===== config.mk =====
export PLATFORM = sky130hd
export DESIGN_NAME = predict_update_ctrl_flat
export DESIGN_NICKNAME = d
export VERILOG_FILES = /design/src/rtl/predict_update_ctrl_if.sv /design/src/rtl/predict_update_ctrl.sv /design/src/flat_wrapper.sv
export SDC_FILE = /design/constraint.sdc
export NUM_CORES = 1
export LEC_CHECK = 0
export BUFFER_PORTS_ARGS = -buffer_cell sky130_fd_sc_hd__buf_2
export CAP_MARGIN = 20
export CORE_MARGIN = 3
export CORE_UTILIZATION = 50
export DETAILED_ROUTE_END_ITERATION = 7
export PLACE_DENSITY = 0.77
export SYNTH_ARGS = -nofsm -noshare
export SYNTH_HDL_FRONTEND = slang
export SYNTH_SLANG_ARGS = --single-unit

===== constraint.sdc =====
create_clock -name clk -period 3.7 [get_ports clk]
set_input_delay 0.74 -clock clk [delete_from_list [all_inputs] [get_ports clk]]
set_output_delay 0.74 -clock clk [all_outputs]
set_load 0.02 [all_outputs]

===== src/rtl/predict_update_ctrl_if.sv =====
// Bundle of signals between the predictor controller and its neighbours:
// fetch lookup, branch-resolution update, and the shared BHT/PHT table port.
// Handshake rules:
//   - lookup: lookup_req is a request; lookup_ack answers in the same cycle
//     and pred_taken is only meaningful while lookup_ack is high.
//   - update: an update transfers on a rising edge when upd_valid and
//     upd_ready are both high; upd_valid may rise without waiting for ready.
//   - tables: rdata is a combinational function of the index; a write with
//     we=1 lands on the rising edge and is visible the following cycle.
interface predict_update_ctrl_if;
    logic        flush_tables;
    logic        lookup_req;
    logic [15:0] lookup_pc;
    logic        lookup_ack;
    logic        pred_taken;
    logic        upd_valid;
    logic [15:0] upd_pc;
    logic        upd_taken;
    logic        upd_ready;
    logic        busy;
    logic [2:0]  bht_ind;
    logic [3:0]  bht_rdata;
    logic        bht_we;
    logic [3:0]  bht_wdata;
    logic [6:0]  pht_ind;
    logic [1:0]  pht_rdata;
    logic        pht_we;
    logic [1:0]  pht_wdata;

    // Controller side.
    modport slave (
        input  flush_tables, lookup_req, lookup_pc,
        input  upd_valid, upd_pc, upd_taken,
        input  bht_rdata, pht_rdata,
        output lookup_ack, pred_taken, upd_ready, busy,
        output bht_ind, bht_we, bht_wdata,
        output pht_ind, pht_we, pht_wdata
    );

    // Environment side: fetch, branch resolution and the table storage.
    modport master (
        output flush_tables, lookup_req, lookup_pc,
        output upd_valid, upd_pc, upd_taken,
        output bht_rdata, pht_rdata,
        input  lookup_ack, pred_taken, upd_ready, busy,
        input  bht_ind, bht_we, bht_wdata,
        input  pht_ind, pht_we, pht_wdata
    );
endinterface


===== src/rtl/predict_update_ctrl.sv =====
// Branch predictor table controller: initialises the 8x4 BHT and 128x2 PHT,
// queues resolved-branch updates, and arbitrates the single table port
// between fetch lookups and queued updates with a starvation guard.
module predict_update_ctrl #(
    parameter int FIFO_DEPTH   = 4,
    parameter int STARVE_LIMIT = 4
) (
    input  logic                               clk,
    input  logic                               rst_n,
    predict_update_ctrl_if.slave               bus,
    output logic                               dbg_state_o,
    output logic [$clog2(FIFO_DEPTH+1)-1:0]    dbg_count_o
);

    localparam int PTR_W = (FIFO_DEPTH > 1) ? $clog2(FIFO_DEPTH) : 1;
    localparam int CNT_W = $clog2(FIFO_DEPTH + 1);
    localparam logic [PTR_W-1:0] LAST_PTR   = PTR_W'(FIFO_DEPTH - 1);
    localparam logic [CNT_W-1:0] FULL_CNT   = CNT_W'(FIFO_DEPTH);
    localparam logic [2:0]       STARVE_MAX = 3'(STARVE_LIMIT);

    typedef enum logic {
        ST_INIT = 1'b0,
        ST_RUN  = 1'b1
    } state_t;

    state_t           state_q, state_d;
    logic [6:0]       cnt_q, cnt_d;
    logic [2:0]       starve_q, starve_d;
    logic [PTR_W-1:0] rd_ptr_q, rd_ptr_d;
    logic [PTR_W-1:0] wr_ptr_q, wr_ptr_d;
    logic [CNT_W-1:0] count_q, count_d;

    // Each entry keeps only what the tables need: {pc[3:1], taken}.
    logic [3:0]       fifo_mem [FIFO_DEPTH];

    logic             full;
    logic             empty;
    logic             push;
    logic             pop;
    logic             upd_grant;
    logic             lk_grant;
    logic [3:0]       head;
    logic [2:0]       head_idx;
    logic             head_taken;
    logic [1:0]       pht_sat;

    // Only PC bits [3:1] address the tables.
    logic unused_pc_bits;
    assign unused_pc_bits = ^{bus.lookup_pc[15:4], bus.lookup_pc[0],
                              bus.upd_pc[15:4], bus.upd_pc[0]};

    function automatic logic [PTR_W-1:0] ptr_inc(input logic [PTR_W-1:0] p);
        return (p == LAST_PTR) ? '0 : p + 1'b1;
    endfunction

    assign full       = (count_q == FULL_CNT);
    assign empty      = (count_q == '0);
    assign head       = fifo_mem[rd_ptr_q];
    assign head_idx   = head[3:1];
    assign head_taken = head[0];

    // A flush discards any same-cycle push along with the queue contents.
    assign push = bus.upd_valid && !full && !bus.flush_tables;
    assign pop  = upd_grant;

    assign bus.upd_ready  = !full;
    assign bus.busy       = (state_q == ST_INIT);
    assign bus.lookup_ack = lk_grant;
    assign dbg_state_o    = state_q;
    assign dbg_count_o    = count_q;

    // Port arbitration: updates win when the queue is full, fetch is idle, or
    // fetch has been favoured STARVE_LIMIT times in a row. A flush cycle grants
    // nothing so no stale update can slip out ahead of the re-initialisation.
    always_comb begin
        upd_grant = 1'b0;
        lk_grant  = 1'b0;
        if (state_q == ST_RUN && !bus.flush_tables) begin
            if (!empty && (full || !bus.lookup_req || starve_q == STARVE_MAX)) begin
                upd_grant = 1'b1;
            end else if (bus.lookup_req) begin
                lk_grant = 1'b1;
            end
        end
    end

    // Two-bit saturating counter step for the PHT entry being updated.
    always_comb begin
        pht_sat = bus.pht_rdata;
        if (head_taken) begin
            if (bus.pht_rdata != 2'b11) pht_sat = bus.pht_rdata + 2'b01;
        end else begin
            if (bus.pht_rdata != 2'b00) pht_sat = bus.pht_rdata - 2'b01;
        end
    end

    // Table port drive: sweep writes in INIT, otherwise whichever side won.
    always_comb begin
        bus.bht_ind    = 3'd0;
        bus.bht_we     = 1'b0;
        bus.bht_wdata  = 4'd0;
        bus.pht_ind    = 7'd0;
        bus.pht_we     = 1'b0;
        bus.pht_wdata  = 2'b00;
        bus.pred_taken = 1'b0;
        if (state_q == ST_INIT) begin
            // Write enables are gated by rst_n so nothing is written in reset.
            bus.bht_ind   = cnt_q[2:0];
            bus.bht_we    = rst_n;
            bus.pht_ind   = cnt_q;
            bus.pht_we    = rst_n;
            bus.pht_wdata = 2'b01;
        end else if (upd_grant) begin
            bus.bht_ind   = head_idx;
            bus.pht_ind   = {head_idx, bus.bht_rdata};
            bus.bht_we    = 1'b1;
            bus.pht_we    = 1'b1;
            bus.bht_wdata = {bus.bht_rdata[2:0], head_taken};
            bus.pht_wdata = pht_sat;
        end else if (lk_grant) begin
            bus.bht_ind    = bus.lookup_pc[3:1];
            bus.pht_ind    = {bus.lookup_pc[3:1], bus.bht_rdata};
            bus.pred_taken = bus.pht_rdata[1];
        end
    end

    // Next state: sweep counter walks 0..127 in INIT; flush restarts it.
    always_comb begin
        state_d = state_q;
        cnt_d   = cnt_q;
        if (bus.flush_tables) begin
            state_d = ST_INIT;
            cnt_d   = 7'd0;
        end else if (state_q == ST_INIT) begin
            cnt_d = cnt_q + 7'd1;
            if (cnt_q == 7'd127) state_d = ST_RUN;
        end
    end

    // Next queue pointers, occupancy and starvation count.
    always_comb begin
        wr_ptr_d = push ? ptr_inc(wr_ptr_q) : wr_ptr_q;
        rd_ptr_d = pop  ? ptr_inc(rd_ptr_q) : rd_ptr_q;
        count_d  = count_q;
        if (push && !pop)      count_d = count_q + 1'b1;
        else if (!push && pop) count_d = count_q - 1'b1;

        starve_d = starve_q;
        if (pop || empty)                        starve_d = 3'd0;
        else if (lk_grant && starve_q != 3'b111) starve_d = starve_q + 3'd1;

        if (bus.flush_tables) begin
            wr_ptr_d = '0;
            rd_ptr_d = '0;
            count_d  = '0;
            starve_d = 3'd0;
        end
    end

    // State, sweep counter and queue bookkeeping registers.
    always_ff @(posedge clk or negedge rst_n) begin
        if (!rst_n) begin
            state_q  <= ST_INIT;
            cnt_q    <= 7'd0;
            starve_q <= 3'd0;
            rd_ptr_q <= '0;
            wr_ptr_q <= '0;
            count_q  <= '0;
        end else begin
            state_q  <= state_d;
            cnt_q    <= cnt_d;
            starve_q <= starve_d;
            rd_ptr_q <= rd_ptr_d;
            wr_ptr_q <= wr_ptr_d;
            count_q  <= count_d;
        end
    end

    // Queue storage; contents are only meaningful under the occupancy count.
    always_ff @(posedge clk) begin
        if (push) fifo_mem[wr_ptr_q] <= {bus.upd_pc[3:1], bus.upd_taken};
    end

endmodule


===== src/flat_wrapper.sv =====
// flat-port wrapper written by rule: the top's interface ports become plain ports
module predict_update_ctrl_flat 
#(
    parameter int FIFO_DEPTH   = 4,
    parameter int STARVE_LIMIT = 4
)
  (clk, rst_n, dbg_state_o, dbg_count_o, bus_flush_tables, bus_lookup_req, bus_lookup_pc, bus_upd_valid, bus_upd_pc, bus_upd_taken, bus_bht_rdata, bus_pht_rdata, bus_lookup_ack, bus_pred_taken, bus_upd_ready, bus_busy, bus_bht_ind, bus_bht_we, bus_bht_wdata, bus_pht_ind, bus_pht_we, bus_pht_wdata);
  predict_update_ctrl_if bus_i ();
  input  logic clk;
  input  logic rst_n;
  output logic dbg_state_o;
  output logic [$clog2(FIFO_DEPTH+1)-1:0] dbg_count_o;
  input wire logic [$bits(bus_i.flush_tables)-1:0] bus_flush_tables;
  input wire logic [$bits(bus_i.lookup_req)-1:0] bus_lookup_req;
  input wire logic [$bits(bus_i.lookup_pc)-1:0] bus_lookup_pc;
  input wire logic [$bits(bus_i.upd_valid)-1:0] bus_upd_valid;
  input wire logic [$bits(bus_i.upd_pc)-1:0] bus_upd_pc;
  input wire logic [$bits(bus_i.upd_taken)-1:0] bus_upd_taken;
  input wire logic [$bits(bus_i.bht_rdata)-1:0] bus_bht_rdata;
  input wire logic [$bits(bus_i.pht_rdata)-1:0] bus_pht_rdata;
  output wire logic [$bits(bus_i.lookup_ack)-1:0] bus_lookup_ack;
  output wire logic [$bits(bus_i.pred_taken)-1:0] bus_pred_taken;
  output wire logic [$bits(bus_i.upd_ready)-1:0] bus_upd_ready;
  output wire logic [$bits(bus_i.busy)-1:0] bus_busy;
  output wire logic [$bits(bus_i.bht_ind)-1:0] bus_bht_ind;
  output wire logic [$bits(bus_i.bht_we)-1:0] bus_bht_we;
  output wire logic [$bits(bus_i.bht_wdata)-1:0] bus_bht_wdata;
  output wire logic [$bits(bus_i.pht_ind)-1:0] bus_pht_ind;
  output wire logic [$bits(bus_i.pht_we)-1:0] bus_pht_we;
  output wire logic [$bits(bus_i.pht_wdata)-1:0] bus_pht_wdata;
  assign bus_i.flush_tables = bus_flush_tables;
  assign bus_i.lookup_req = bus_lookup_req;
  assign bus_i.lookup_pc = bus_lookup_pc;
  assign bus_i.upd_valid = bus_upd_valid;
  assign bus_i.upd_pc = bus_upd_pc;
  assign bus_i.upd_taken = bus_upd_taken;
  assign bus_i.bht_rdata = bus_bht_rdata;
  assign bus_i.pht_rdata = bus_pht_rdata;
  assign bus_lookup_ack = bus_i.lookup_ack;
  assign bus_pred_taken = bus_i.pred_taken;
  assign bus_upd_ready = bus_i.upd_ready;
  assign bus_busy = bus_i.busy;
  assign bus_bht_ind = bus_i.bht_ind;
  assign bus_bht_we = bus_i.bht_we;
  assign bus_bht_wdata = bus_i.bht_wdata;
  assign bus_pht_ind = bus_i.pht_ind;
  assign bus_pht_we = bus_i.pht_we;
  assign bus_pht_wdata = bus_i.pht_wdata;
  predict_update_ctrl #(.FIFO_DEPTH(FIFO_DEPTH), .STARVE_LIMIT(STARVE_LIMIT)) u_core (.clk(clk), .rst_n(rst_n), .bus(bus_i), .dbg_state_o(dbg_state_o), .dbg_count_o(dbg_count_o));
endmodule

Word-level counts from Yosys, hierarchy flattened
Memories as Yosys holds them, arrays and structs flattened.
Index checks and enable logic that the tools add are counted.
Storage, ports and cells
  output and inout port bits: 26
  logic and storage cells: 88
  bits in registers: 18
  memories kept: 1
  bits in writable memories: 16
Cells by class
  reductions and logical operators: 22
  eq/ne operators: 8
  $add $sub $neg: 8
  bitwise gates (word level): 1
  mux-type cells: 42
Memory list
  u_core.fifo_mem: depth 4, width 4, rd ports 1, clocked after Yosys merged registers in 0, write ports 1, line predict_update_ctrl.sv:34  | logic [3:0] fifo_mem [FIFO_DEPTH];
Operators with widths (count)
  $mux 7: 5
  $mux 3: 9
  $mux 2: 11
  $mux 1: 15
  $mux 4: 2
  $add 7x1->7 const B: 1
  $eq 7x7->1 const B: 1
  $logic_and 1x1->1: 7
  $add 2x1->2 const B: 3
  $add 3x1->3 const B: 2
  $eq 3x3->1 const B: 2
  $logic_not 1->1: 6
  $reduce_bool 2->1: 3
  $reduce_bool 3->1: 2
  $eq 2x2->1 const B: 2
  $ne 2x2->1 const B: 2
  $logic_not 3->1: 1
  $logic_or 1x1->1: 3
  $ne 3x3->1 const B: 1
  $sub 3x1->3 const B: 1
  $sub 2x1->2 const B: 1
  $not 1->1: 1

Longest topological paths before layout
Gate-level depths: netlist of the first run.
  depth after elaboration: 10
  mapped depth: 11
  mapped depth without buffers: 10

Least setup slack after synthesis of the first run
No wires, ideal clock.
  path kind: in2out
  from: in bus_lookup_req
  to: out bus_pht_wdata[1]
  stages: 4
  path slack: 1.136 ns
  arrival time: 1.824 ns
  path through: a21boi_2 > a211oi_2 > buf_2 > a21boi_1
On the way
  longest elaborated chain between the ends: 8
RTL lines
  from (decl): line flat_wrapper.sv:14  | input wire logic [$bits(bus_i.lookup_req)-1:0] bus_lookup_req;
  $logic_not 1->1: line predict_update_ctrl.sv:79  | if (!empty && (full || !bus.lookup_req || starve_q == STARVE_MAX)) begin
  $logic_or 1x1->1 (2 in series): line predict_update_ctrl.sv:79
  $logic_and 1x1->1: line predict_update_ctrl.sv:79
  $mux 1: line predict_update_ctrl.sv:79
  $mux 1: line predict_update_ctrl.sv:78  | if (state_q == ST_RUN && !bus.flush_tables) begin
  $mux 2: line predict_update_ctrl.sv:113  | end else if (upd_grant) begin
  $mux 2: line predict_update_ctrl.sv:106  | if (state_q == ST_INIT) begin
  to (decl): line flat_wrapper.sv:30  | output wire logic [$bits(bus_i.pht_wdata)-1:0] bus_pht_wdata;
No other way between the ends.

Worst setup path after layout of the first run
  from: in bus_flush_tables
  to: out bus_pht_wdata[1]
On the way
  longest elaborated chain between the ends: 5
RTL lines
  from (decl): line flat_wrapper.sv:13  | input wire logic [$bits(bus_i.flush_tables)-1:0] bus_flush_tables;
  $logic_not 1->1: line predict_update_ctrl.sv:78
  $logic_and 1x1->1: line predict_update_ctrl.sv:78
  $mux 1: line predict_update_ctrl.sv:78
  $mux 2: line predict_update_ctrl.sv:113
  $mux 2: line predict_update_ctrl.sv:106
No other way between the ends.

==> flow_metrics.env, run 1 <==
export IMPL_cp_common_cell="buf_2"
export IMPL_finalNonFillerCells=279
export IMPL_crit_fanout=21
export IMPL_cts_made_buffers=5
export IMPL_max_freq_ghz=0.3423
export IMPL_clock_sinks=34
export IMPL_io_buffer_count=43
export IMPL_crit_chain="buf_2 -> nand2b_1 -> a211oi_2 -> buf_4 -> a21boi_1 -> buf_2"
export IMPL_grt_pass1_wl_mm=7.279
export IMPL_drc=0
export IMPL_use_met1_pct=25.60
export IMPL_arrival_ns=2.18
export IMPL_synthesis_area_um2=1998
export IMPL_die_h_um=69.22
export IMPL_start_util_pct=53.38
export IMPL_final_common_cell="buf_2"
export IMPL_skew_ns=0.006686
export IMPL_layout_common_cells="buf_2, dfrtp_1, nor2_1"
export IMPL_syn_inst=186
export IMPL_viasPerCell=5.541
export IMPL_syn_nets=240
export IMPL_pwr_share_comb_pct=21.4
export IMPL_die_area_um2=4791
export IMPL_setup_ws_ns=0.7788
export IMPL_synth_top_area_share_pct=24.05
export IMPL_worst_setup_path_end_kind="output pin"
export IMPL_internal_power_uw=698.0
export IMPL_rows=22
export IMPL_final_layout_size_suffix_gt1_share_pct=29.00
export IMPL_grtUsageMet3_pct=4.783
export IMPL_worstPathRequired_ns=2.96
export IMPL_slowest_stage="nand2b_1"
export IMPL_vdd_drop_max_uv=292.6
export IMPL_wl_mm=4.308
export IMPL_globalRoute_totalOverflow=0
export IMPL_worst_setup_path_start_kind="primary input"
export IMPL_num_fill_cells=319
export IMPL_reg2reg_to="u_core.dbg_count_o[2]$_DFFE_PN0P_"
export IMPL_maxCapViolCount=0
export IMPL_cellPowerDensity_nw_per_um2=420.6
export IMPL_postPlaceCellArea_um2=2243
export IMPL_crit_reg2reg_launch="u_core.starve_q[0]$_DFFE_PN0P_"
export IMPL_power_share_clock_pct=34.4
export IMPL_grt_max_degree=22
export IMPL_sw_frac_of_total_pct=29.59
export IMPL_reg2reg_slack_ns=1.40
export IMPL_worst_path_buf_inv=3
export IMPL_total_power_uw=991.4
export IMPL_timing_final_crit_share_pct=78.95
export IMPL_clock_path_buffers=2
export IMPL_finalCriticalPeriod_ns=2.921
export IMPL_postSynth_asyncResetShare_pct=52.94
export IMPL_finalSetupViolCount=0
export IMPL_dr_pass1_iters=4
export IMPL_switching_power_uw=293.3
export IMPL_place_ws_ns=0.7817
export IMPL_synth_area_leader_cell="edfxtp_1"
export IMPL_slew_violations=0
export IMPL_outcome="completed"
export IMPL_rsz0062_at_grt="false"
export IMPL_yosysWarnings=0
export IMPL_dominantRegCellSynth="dfrtp_1"
export IMPL_crit_type="in -> out"
export IMPL_hold_path_class="in -> async"
export IMPL_h_tree_depth=2
export IMPL_postCtsSetupBuffers=0
export IMPL_antenna_found_initial=0
export IMPL_avgRoutedWirePerCell_um=15.44
export IMPL_p_leak_nw=1.062
export IMPL_synth_avg_cell_area_um2=10.74
export IMPL_synth_seq_cells=34
export IMPL_synth_cell_types=49
export IMPL_path_depth=6
export IMPL_fp_dieW_um=69.22
export IMPL_crit_family="buffers and inverters"
export IMPL_tns_ns=0
export IMPL_drt_initial_drc_count=104
export IMPL_gp_congestion=0.8480
export IMPL_ant_nets=0
export IMPL_nNetsFinal=284
export IMPL_io_pins=70
export IMPL_synth_edff_count=16
export IMPL_clk_latency_ns=0.29
export IMPL_grt_pass1_vias=1551
export IMPL_top_usage_layer="met2"
export IMPL_critical_path_max_stage_delay_ns=0.40
export IMPL_dr_total_vias=1546
export IMPL_ctsResizeCount=0
export IMPL_path_clk_slew_ns=0.07
export IMPL_grt_use_total_pct=19.09
export IMPL_ys_seq_area_share_pct=46.59
export IMPL_cts_hold_buffers_added=0
export IMPL_rr_worst_depth=8
export IMPL_core_um2=3744
export IMPL_final_cell_area_um2=2357
export IMPL_synthTopCellsByArea="edfxtp_1, dfrtp_1, ha_1"
export IMPL_post_place_cells=271
export IMPL_relSlewSlack_pct=63.37
export IMPL_seqPwrFrac_pct=44.1
export IMPL_hold_violations=0
export IMPL_clockRootBuffer="clkbuf_8"
export IMPL_syn2layout_area_growth_pct=17.97
export IMPL_worst_pin_slew_ns=0.5452
export IMPL_grtUsageMet2_pct=30.40
export IMPL_dp_hpwl_mm=3.179
export IMPL_diodes=0
export IMPL_cts_tree="yes"
==> state kept, by name, summed over array words and instances, names as in the netlist <==
register	flops
u_core.cnt_q	7
u_core.dbg_count_o	3
u_core.dbg_state_o	1
u_core.fifo_mem	16
u_core.rd_ptr_q	2
u_core.starve_q	3
u_core.wr_ptr_q	2
==> kinds of logic (layout without fill, tap and decap cells) <==
group           Yosys count  in the layout  share of synthesized area, %
mux                      12             12                         8.641
compound gates           35             35                         12.40
fa+ha+maj                11             11                         7.201
buf+inv                  22             67                         4.884
xor+xnor                  7              7                         3.444
simple gates             65             65                         16.84
flops                    34             34                         46.59
==> worst max-delay path by stage <==
stage,startpoint,end
2_1_floorplan,bus_lookup_req,bus_pht_wdata[1]
3_3_place_gp,bus_flush_tables,bus_pht_wdata[1]
3_5_place_dp,bus_flush_tables,bus_pht_wdata[1]
4_1_cts,bus_flush_tables,bus_pht_wdata[1]
5_1_grt,bus_flush_tables,bus_pht_wdata[1]
6_report,bus_flush_tables,bus_pht_wdata[1]
==> layer usage <==
| metal | vias up | part of all wire (%) |
|---|---|---|
| met4 | 0 | 1.3 |
| met3 | 8 | 6.3 |
| met1 | 735 | 45 |
| li1 | 745 | - |
| met5 | - | 0 |
| met2 | 58 | 48 |
==> power by group through the flow <==
stage	logic (mW)	registers, mW	clock network, mW
after floorplan	0.140	0.449	0
after global placement	0.206	0.443	0
after detailed placement	0.211	0.445	0
after CTS	0.212	0.437	0.348
after global routing	0.233	0.441	0.366
final	0.212	0.438	0.341
==> metrics by stage <==
stage          utilization [%]  hold WS (ns)
2_1_floorplan                -        0.4444
3_3_place_gp             59.93        0.5376
3_5_place_dp             59.93        0.5600
4_1_cts                  62.97        0.3967
5_1_grt                  62.97        0.4196
6_report                 62.97        0.3866
==> synth_stat cells (2+ instances only) <==
| library cell | instances |
|---|---|
| and2_1 | 12 |
| dfrtp_1 | 18 |
| mux4_2 | 4 |
| nor2_1 | 17 |
| a21o_1 | 3 |
| o2bb2ai_1 | 2 |
| o21ai_0 | 8 |
| clkbuf_1 | 2 |
| mux2_1 | 2 |
| nor3_1 | 4 |
| o211ai_1 | 2 |
| or3_1 | 2 |
| buf_2 | 3 |
| xor2_1 | 2 |
| a21oi_1 | 5 |
| nand4_1 | 2 |
| nand2b_1 | 2 |
| inv_1 | 13 |
| ha_1 | 9 |
| xnor2_1 | 4 |
| nand3_1 | 3 |
| edfxtp_1 | 16 |
| o22ai_1 | 5 |
| nand2_1 | 14 |
| mux2i_1 | 6 |
| nor2b_1 | 3 |
==> final cells by class <==
cell class | instances | area, um2 | share of cell area (%)
clock inverter | 3 | 45.04 | 1.911
clock buffer | 5 | 68.82 | 2.919
multi-input combinational | 130 | 969.7 | 41.14
sequential | 34 | 930.9 | 39.49
inverter | 14 | 52.55 | 2.229
timing repair buffer | 45 | 230.2 | 9.766
tap | 48 | 60.06 | 2.548
(Power assumes the default switching activity.)
==> run 2: changes to the inputs <==
clock period = 2.8 ns   (was 3.7 ns; I/O delays follow)
==> flow_metrics.env, run 2 (synthesis gave the netlist of run 1 again) <==
export IMPL_outcome="completed"
export IMPL_ant_nets=0
export IMPL_hold_path_class="in -> async"
export IMPL_reg_top3="u_core.fifo_mem x16, u_core.cnt_q x7"
export IMPL_clk_latency_ns=0.29
export IMPL_grt_pass1_vias=1569
export IMPL_start_util_pct=53.38
export IMPL_rr_worst_depth=8
export IMPL_final_common_cell="buf_2"
export IMPL_reg2reg_to="u_core.dbg_count_o[2]$_DFFE_PN0P_"
export IMPL_skew_ns=0.004103
export IMPL_grt_pass1_wl_mm=7.279
export IMPL_finalCriticalPeriod_ns=2.635
export IMPL_cellPowerDensity_nw_per_um2=555.6
export IMPL_seqPwrFrac_pct=43.5
export IMPL_wl_mm=4.343
export IMPL_die_area_um2=4791
export IMPL_largest_register="u_core.fifo_mem"
export IMPL_io_pins=70
export IMPL_hold_violations=0
export IMPL_endpoint="bus_pht_wdata[0]"
export IMPL_grt_max_degree=21
export IMPL_arrival_ns=2.07
export IMPL_crit_chain="mux4_2 -> maj3_2 -> nand2_1 -> nand2_1 -> buf_2"
export IMPL_critical_path_max_stage_delay_ns=0.60
export IMPL_register_area_um2=930.9
export IMPL_syn2layout_area_growth_pct=19.72
export IMPL_worst_setup_path_end_kind="output pin"
export IMPL_postCtsSetupBuffers=0
export IMPL_multi_input_area_um2=974.7
export IMPL_timing_final_crit_share_pct=94.09
export IMPL_io_buffer_count=43
export IMPL_avgRoutedWirePerCell_um=15.35
export IMPL_clock_sinks=34
export IMPL_max_freq_ghz=0.3796
export IMPL_dr_total_vias=1557
export IMPL_final_layout_size_suffix_gt1_share_pct=31.06
export IMPL_gp_congestion=0.8266
export IMPL_layout_common_cells="buf_2, dfrtp_1, nor2_1"
export IMPL_sw_frac_of_total_pct=29.63
export IMPL_path_clk_slew_ns=0.07
export IMPL_core_um2=3744
export IMPL_largest_reg_flops=16
export IMPL_cts_made_buffers=5
export IMPL_fin_util_pct=63.90
export IMPL_diodes=0
export IMPL_crit_fanout=7
export IMPL_tns_ns=0
export IMPL_cp_common_cell="nand2_1"
export IMPL_switching_power_uw=393.8
export IMPL_internal_power_uw=935.2
export IMPL_antenna_found_initial=0
export IMPL_relSlewSlack_pct=72.31
export IMPL_globalRoute_totalOverflow=0
export IMPL_slowest_stage="mux4_2"
export IMPL_worst_pin_slew_ns=0.4138
export IMPL_pwr_share_comb_pct=22.4
export IMPL_ctsResizeCount=0
export IMPL_vdd_drop_max_uv=370.5
export IMPL_viasPerCell=5.502
export IMPL_crit_type="reg -> out"
export IMPL_dr_pass1_iters=5
export IMPL_die_h_um=69.22
export IMPL_slew_violations=0
export IMPL_rsz0062_at_grt="false"
export IMPL_num_fill_cells=316
export IMPL_p_leak_nw=1.077
export IMPL_cts_tree="yes"
export IMPL_clock_path_buffers=2
export IMPL_finalSetupViolCount=0
export IMPL_rows=22
export IMPL_nNetsFinal=288
export IMPL_worst_setup_path_start_kind="flip-flop"
export IMPL_power_share_clock_pct=34.1
export IMPL_dp_hpwl_mm=3.246
export IMPL_cts_hold_buffers_added=0
export IMPL_h_tree_depth=2
export IMPL_clockRootBuffer="clkbuf_8"
export IMPL_grt_use_total_pct=19.09
export IMPL_reg2reg_slack_ns=0.34
export IMPL_worstPathRequired_ns=2.24
export IMPL_drt_initial_drc_count=102
export IMPL_critPathLaunch="u_core.rd_ptr_q[0]$_DFFE_PN0P_"
export IMPL_drc=0
export IMPL_maxCapViolCount=0
export IMPL_crit_reg2reg_launch="u_core.starve_q[0]$_DFFE_PN0P_"
export IMPL_fp_dieW_um=69.22
[run 2: cell count changes in the layout (fill, tap and decap cells not counted)]
cell     change
buf_4        +4
a21o_1       -1
a21o_2       +1
mux2i_1      -1
mux2i_2      +1
[run 2: critical path, delay by kind of cell, from the launching register on]
kind | cells | cell delay (ns)
multiplexers | 1 | 0.60
flip-flops | 1 | 0.56
adder cells (fa/ha/maj) | 1 | 0.32
buffers and inverters | 1 | 0.17
AND/OR/NAND/NOR | 2 | 0.13
[run 2: through the flow]
step / cells / worst slack (ns) / hold WS, ns / cell area (um2) / power, mW
floorplan: 186 / 0.4273 / 0.2644 / 1998 / 0.7789
global placement: 275 / 0.2937 / 0.5408 / 2273 / 0.8690
detailed placement: 275 / 0.3001 / 0.5513 / 2273 / 0.8791
CTS: 283 / 0.08855 / 0.2481 / 2387 / 1.329
global route: 283 / 0.07073 / 0.2632 / 2392 / 1.391
finish: 283 / 0.1655 / 0.2378 / 2392 / 1.329
[run 2: final cells by class]
class	count	share of cell area [%]
Multi-Input combinational cell	130	40.74
Sequential cell	34	38.91
Timing Repair Buffer	49	10.88
Clock buffer	5	2.877
Tap cell	48	2.510
Inverter	14	2.197
Clock inverter	3	1.883
[run 2: metal layers]
layer / up-vias / part of all wire (%) / GRT usage [%]
li1: 753 / - / -
met1: 734 / 41 / 24.48
met2: 61 / 51 / 32.20
met3: 9 / 6.4 / 3.913
met4: 0 / 1.4 / 6.291
met5: - / 0 / 0
[run 2: worst min path at each step]
stage	to	slack [ns]
after global placement	u_core.starve_q[1]$_DFFE_PN0P_	0.54
after floorplan	u_core.cnt_q[0]$_DFFE_PN0P_	0.26
after detailed placement	u_core.starve_q[1]$_DFFE_PN0P_	0.55
after global routing	u_core.dbg_count_o[0]$_DFFE_PN0P_	0.26
final	u_core.dbg_count_o[0]$_DFFE_PN0P_	0.24
after CTS	u_core.dbg_count_o[2]$_DFFE_PN0P_	0.25
[run 2: power groups by stage]
stage          Clock (mW)  Sequential, mW  Combinational [mW]
2_1_floorplan           0           0.594               0.185
3_3_place_gp            0           0.586               0.283
3_5_place_dp            0           0.589               0.290
4_1_cts             0.457           0.579               0.293
5_1_grt             0.481           0.584               0.326
6_report            0.453           0.579               0.297
